**src/rtl/signed_spm_seq.sv**
```systemverilog
// Sequential two's-complement serial-parallel multiplier. The multiplier is consumed LSB-first,
// one bit per clock. The product is held under a valid/ready handshake.
module signed_spm_seq #(
  parameter int unsigned N  = 8,
  parameter int unsigned CW = 3
) (
  input  logic           clk,
  input  logic           reset,
  input  logic           start,
  input  logic [N-1:0]   a,
  input  logic [N-1:0]   b,
  output logic           busy,
  output logic [2*N-1:0] p,
  output logic           p_valid,
  input  logic           p_ready
);

  localparam logic [CW-1:0] LastCnt = CW'(N - 1);

  typedef enum logic [1:0] {StIdle, StRun, StDone} state_e;

  state_e        state_q;
  logic [CW-1:0] cnt_q;
  logic [N:0]    acc_q;
  logic [N-1:0]  mcand_q;
  logic [N-1:0]  mplier_q;
  logic [N-1:0]  low_q;

  logic          last;
  logic [N:0]    addend;
  logic [N:0]    sum;
  logic [N:0]    acc_nxt;
  logic [N-1:0]  low_nxt;

  // The last step handles the multiplier sign bit, whose weight is negative, so it subtracts.
  always_comb begin
    last    = (cnt_q == LastCnt);
    addend  = mplier_q[0] ? {mcand_q[N-1], mcand_q} : '0;
    sum     = last ? (acc_q - addend) : (acc_q + addend);
    acc_nxt = {sum[N], sum[N:1]};
    low_nxt = {sum[0], low_q[N-1:1]};
  end

  always_ff @(posedge clk or negedge reset) begin
    if (!reset) begin
      state_q  <= StIdle;
      cnt_q    <= '0;
      acc_q    <= '0;
      mcand_q  <= '0;
      mplier_q <= '0;
      low_q    <= '0;
      busy     <= 1'b0;
      p        <= '0;
      p_valid  <= 1'b0;
    end else begin
      unique case (state_q)
        StIdle: begin
          if (start) begin
            mcand_q  <= a;
            mplier_q <= b;
            acc_q    <= '0;
            low_q    <= '0;
            cnt_q    <= '0;
            busy     <= 1'b1;
            state_q  <= StRun;
          end
        end
        StRun: begin
          acc_q    <= acc_nxt;
          low_q    <= low_nxt;
          mplier_q <= {1'b0, mplier_q[N-1:1]};
          if (last) begin
            cnt_q   <= '0;
            p       <= {acc_nxt[N-1:0], low_nxt};
            p_valid <= 1'b1;
            state_q <= StDone;
          end else begin
            cnt_q <= cnt_q + CW'(1);
          end
        end
        StDone: begin
          if (p_ready) begin
            p_valid <= 1'b0;
            busy    <= 1'b0;
            state_q <= StIdle;
          end
        end
        default: state_q <= StIdle;
      endcase
    end
  end

endmodule

```
**config.mk**
```make
export PLATFORM = sky130hd
export DESIGN_NAME = signed_spm_seq
export DESIGN_NICKNAME = d
export VERILOG_FILES = /design/src/rtl/signed_spm_seq.sv
export SDC_FILE = /design/constraint.sdc
export NUM_CORES = 1
export LEC_CHECK = 0
export ABC_AREA = 1
export ABC_CLOCK_PERIOD_IN_PS = 2100
export BUFFER_PORTS_ARGS = -buffer_cell sky130_fd_sc_hd__buf_2
export CORE_MARGIN = 2
export CORE_UTILIZATION = 51
export DETAILED_ROUTE_END_ITERATION = 8
export GPL_TIMING_DRIVEN = 0
export PLACE_DENSITY = 0.87
export SYNTH_ARGS = -nofsm -noshare
export SYNTH_HDL_FRONTEND = slang
export SYNTH_SLANG_ARGS = --single-unit
```
**constraint.sdc**
```tcl
create_clock -name clk -period 2.1 [get_ports clk]
set_input_delay 0.42 -clock clk [delete_from_list [all_inputs] [get_ports clk]]
set_output_delay 0.42 -clock clk [all_outputs]
set_load 0.05 [all_outputs]
```
**After elaboration in Yosys (flattened, before gate mapping)**

Cells that the tools add are included.

- Add/subtract/negate cells: 3
- Equality and inequality tests: 6
- Multiplexer cells: 20
- Reductions and logical operators: 10

Operators with widths:

| cell | number |
|---|---|
| one-hot mux 8 bit (2 select lines) | 2 |
| 2-to-1 mux 9 bit | 3 |
| one-hot mux 9 bit (2 select lines) | 1 |
| 2-to-1 mux 8 bit | 2 |
| adder 9 bit | 1 |
| AND reduction 3 bit | 3 |
| subtractor 9 bit | 1 |
| 2-to-1 mux 2 bit | 3 |
| 2-to-1 mux 3 bit | 2 |
| inequality test 2 bit (second input constant) | 3 |
| one-hot mux 2 bit (3 select lines) | 1 |
| one-hot mux 3 bit (2 select lines) | 1 |
| AND reduction 2 bit | 3 |
| nonzero test 2 bit | 3 |
| one-hot mux 1 bit (2 select lines) | 2 |
| adder 3 x 1 -> 3 bit (second input constant) | 1 |
| == test 3 bit (second input constant) | 1 |
| 2-to-1 mux 1 bit | 3 |
| == test 2 x 1 -> 1 bit (second input constant) | 1 |
| == test 2 bit (second input constant) | 1 |
| logical NOT 2 bit | 1 |

- Register bits: 56
- Input bits: 20
- Word-level logic and storage cells: 48

**Logic depth before layout (Yosys ltp)**

- Depth after elaboration: 4
- Gate-level depth with buffers: 18

**Worst setup path before layout**

No wires, ideal clock.

- Path type: flip-flop to flip-flop
- From: reg cnt_q[0]
- To: reg p[13]
- Setup time: 0.066 ns
- Arrival: 2.205 ns
- Setup slack: -0.171 ns
- Stages on the path, launching flop included: 14
- Cell sequence: dfrtp_1 > ha_1 > ha_1 > inv_2 > nand2_1 > xor2_1 > inv_1 > ha_1 > a21oi_1 > o21ai_1 > a21oi_1 > xor2_1 > nand2_1 > nand2_1

- Longest elaborated chain between the ends: 2

Ends and longest elaborated chain:

| what | RTL line | text |
|---|---|---|
| start: declaration | 23 | `logic [CW-1:0] cnt_q;` |
| start signal: assignment | 78 | `cnt_q <= cnt_q + CW'(1);` |
| == test 3 bit (*) | 37 | `last = (cnt_q == LastCnt);` |
| 2-to-1 mux 9 bit / AND reduction 2 bit (equally long branches) | n/a |  |
| end signal: assignment | 74 | `p <= {acc_nxt[N-1:0], low_nxt};` |
| end: declaration | 13 | `output logic [2*N-1:0] p,` |

Mark *: on every way between the ends. The rest lies on a longest branch, timed or not.
A chain may end at the register's enable or synchronous reset.

**Worst setup path after layout**

- From: reg mplier_q[0]
- To: reg acc_q[7]

- Longest elaborated chain between the ends: 4

Ends and longest elaborated chain:

| what | RTL line | text |
|---|---|---|
| start: declaration | 26 | `logic [N-1:0] mplier_q;` |
| start signal: assignment | 71 | `mplier_q <= {1'b0, mplier_q[N-1:1]};` |
| 2-to-1 mux 9 bit (*) | 38 | `addend = mplier_q[0] ? {mcand_q[N-1], mcand_q} : '0;` |
| adder 9 bit / subtractor 9 bit (equally long branches) | 39 | `sum = last ? (acc_q - addend) : (acc_q + addend);` |
| 2-to-1 mux 9 bit (*) | 39 |  |
| one-hot mux 9 bit (2 select lines) (*) | 56 | `unique case (state_q)` |
| end signal: assignment | 69 | `acc_q <= acc_nxt;` |
| end: declaration | 24 | `logic [N:0] acc_q;` |

Marks and branches as above.

==> flow_metrics.py <==
metrics = {
    "run_status": {
        "outcome": "finished with violations",
        "violations": "setup timing",
    },
    "timing": {
        "slew_headroom": 0.211,
        "setup-violations-final": 11,
        "worst_slew_pin_slew_ns": 1.18,
        "worst_slack_ns": -0.341,
        "slew_viol_final": 0,
        "fin_crit_sh": 1.16,
        "hold_viol": 0,
        "skew_ns": 0.00799,
        "max_freq_mhz": 410,
        "finalCriticalPeriod_ns": 2.44,
        "rsz0062_at_grt": "yes",
    },
    "setup_path": {
        "crit_type": "register to register",
        "crit_start": "mplier_q[0]",
        "worstRegToRegCells": 15,
        "critPathTopFamily": "simple AND/OR/NAND/NOR gates",
        "worst_path_largest_cell_delay_ns": 0.40,
        "crit_chain": "buf_6 > nand2_4 > nand3_4 > nor3b_2 > nor2_2 > xnor2_1 > inv_1 > ha_2 > nand2_1 > a21oi_2 > nor2_2 > nand2_2 > nand3_2 > nand3_2 > nand2_1",
        "timing.rr.start": "mplier_q[0]",
        "crit_end": "acc_q[7]",
        "crit_cells": 15,
        "cp_max_fo": 8,
        "r2r_end": "acc_q[7]",
        "regToRegSetupSlack_ns": -0.34,
        "slowest_stage": "ha_2",
        "path_buf_inv": 2,
        "startpoint_type": "register",
        "crit_path_end_kind": "register",
        "cp.arrival_ns": 2.66,
        "cp_data_required_time_ns": 2.32,
    },
    "final_layout": {
        "fillers": 360,
        "regArea_um2": 1350,
        "layout_common_cells": "54 x dfrtp_1, 53 x nand2_1, 43 x buf_2",
        "final_core_util": 0.712,
        "fin_area_um2": 3660,
        "n_antenna_cell": 0,
        "layout_commonest_cell": "dfrtp_1",
        "layout-drive-gt1-share": 0.439,
        "multi_input_area_um2": 1500,
        "fin_nets": 393,
        "area_delta_synth_final_pct": 33.8,
    },
    "clock_network": {
        "clock-sinks": 54,
        "htreeDepth": 2,
        "cts_buffers": 5,
        "cts_tree": "built",
        "clock_latency_ns": 0.32,
        "clockBufferDepth": 2,
        "postCtsHoldBufs": 0,
        "clkTransAtPathRegs_ns": 0.10,
        "root_buffer": "clkbuf_8",
    },
    "die": {
        "start_util": 0.532,
        "chipHeight_um": 77.2,
        "die-width_um": 77.2,
        "core_um2": 5140,
        "dieArea_um2": 5960,
        "ios": 38,
        "rows": 26,
    },
    "placement": {
        "io_buffers": 37,
        "dp_hpwl_um": 3870,
        "place_congestion": 0.823,
        "dpl_cell_area_um2": 3110,
    },
    "logic_synthesis": {
        "synth.area.top_cells": "dfrtp_1 49%, nand2_1 8.6%, ha_1 5.0%",
        "yosysTopAreaCell": "dfrtp_1",
        "yosysTopAreaCellShare": 0.494,
        "ys_seq_elements": 54,
        "ys.warnings.count": 0,
        "avgSynthCellArea_um2": 9.40,
        "ys_types": 38,
        "ys_seq_area_frac": 0.494,
        "postSynthCellCount": 291,
        "synth_area_um2": 2740,
        "syn_nets": 323,
    },
    "global_routing": {
        "met2_usage": 0.381,
        "grt_use_met3": 0.0412,
        "grt_antenna_before_repair": 0,
        "met1_usage": 0.250,
        "grt_max_degree": 55,
        "grt.overflow.total": 0,
        "grt_pass1_wl_um": 10100,
        "grt_pass1_vias": 2312,
        "grtUsageTotal": 0.209,
        "gr-max-usage-layer": "met2",
    },
    "route": {
        "drc_errors": 0,
        "antenna_left": 0,
        "drt-total-wl_um": 6750,
        "drt_first_iter_violations": 161,
        "num_vias": 2311,
        "wl_per_cell_um": 15.6,
        "viasPerCell": 5.35,
        "dr.pass1.iters": 4,
    },
    "run": {
        "drv_cap": 0,
    },
    "min_path": {
        "min_from": "p_ready",
        "hp-class": "input pin to register",
        "min_path_cells": 2,
    },
}
[kinds of logic after synthesis]
group / after synthesis / share of synthesized area
simple gates: 105 / 0.183
flops: 54 / 0.494
compound gates: 51 / 0.116
buf+inv: 50 / 0.0791
fa+ha+maj: 12 / 0.0576
xor+xnor: 11 / 0.0352
mux: 8 / 0.0343
[repair_timing]
action,in CTS,in global routing
setup endpoints to repair,12,14
resized for setup,17,36
pin swaps,20,32
setup buffers,18,9
[cells in the mapped netlist (all sizes together)]
| cell type | n |
|---|---|
| nand3b | 1 |
| o21bai | 1 |
| nor3 | 7 |
| o21ai | 23 |
| a21oi | 7 |
| nor2 | 11 |
| nor3b | 1 |
| ha | 11 |
| xnor2 | 4 |
| nand4 | 1 |
| nand3 | 11 |
| a32o | 1 |
| a221oi | 6 |
| buf | 9 |
| o21a | 1 |
| a22o | 1 |
| dfrtp | 54 |
| fa | 1 |
| xor2 | 7 |
| mux2 | 8 |
| nand2 | 73 |
| a21o | 2 |
| clkbuf | 1 |
| inv | 40 |
| o22ai | 9 |
[worst reg2reg max path: stages (launching register included)]
cell	delay, ns
dfrtp_1	0.39
buf_6	0.16
nand2_4	0.09
nand3_4	0.08
nor3b_2	0.20
nor2_2	0.09
xnor2_1	0.21
inv_1	0.11
ha_2	0.40
nand2_1	0.10
a21oi_2	0.14
nor2_2	0.06
nand2_2	0.08
nand3_2	0.10
nand3_2	0.09
nand2_1	0.05
[per-layer routing]
layer | part of all wire | up-vias
li1 | - | 1088
met1 | 0.40 | 1117
met2 | 0.53 | 85
met3 | 0.048 | 21
met4 | 0.028 | 0
met5 | 0 | -
[how the worst min path moves through the flow]
| stage | slack (ns) | to |
|---|---|---|
| final | 0.29 | state_q[1] |
| after global routing | 0.30 | state_q[1] |
| after floorplan | 0.12 | acc_q[0] |
| after global placement | 0.46 | p[15] |
| after detailed placement | 0.47 | p[15] |
| after CTS | 0.29 | state_q[1] |
[state kept, by name, indices dropped and copies added (netlist names)]
register  cells
busy          1
p            16
low_q         7
state_q       2
acc_q         8
cnt_q         3
p_valid       1
mplier_q      8
mcand_q       8
[metrics by stage]
step                hold slack, ns  setup slack (ns)  std cells  TNS (ns)
floorplan                    0.124           -0.0159        291   -0.0254
CTS                          0.294            -0.192        424     -1.55
global route                 0.299            -0.506        432     -4.11
global placement             0.461            -0.256        398     -1.70
detailed placement           0.465            -0.306        398     -2.36
finish                       0.291            -0.341        432     -2.55
[final cells by class]
type | count | area share
well taps | 70 | 0.0239
inverters | 40 | 0.0438
flip-flops and latches | 54 | 0.369
repair buffers | 63 | 0.108
clock inverters | 3 | 0.00787
plain buffers | 10 | 0.0174
multi-input cells | 187 | 0.411
clock buffers | 5 | 0.0188
Power is left out: the tool's default activity adds up to more than one toggle a clock period on the data nets, which glitch-free logic cannot reach.
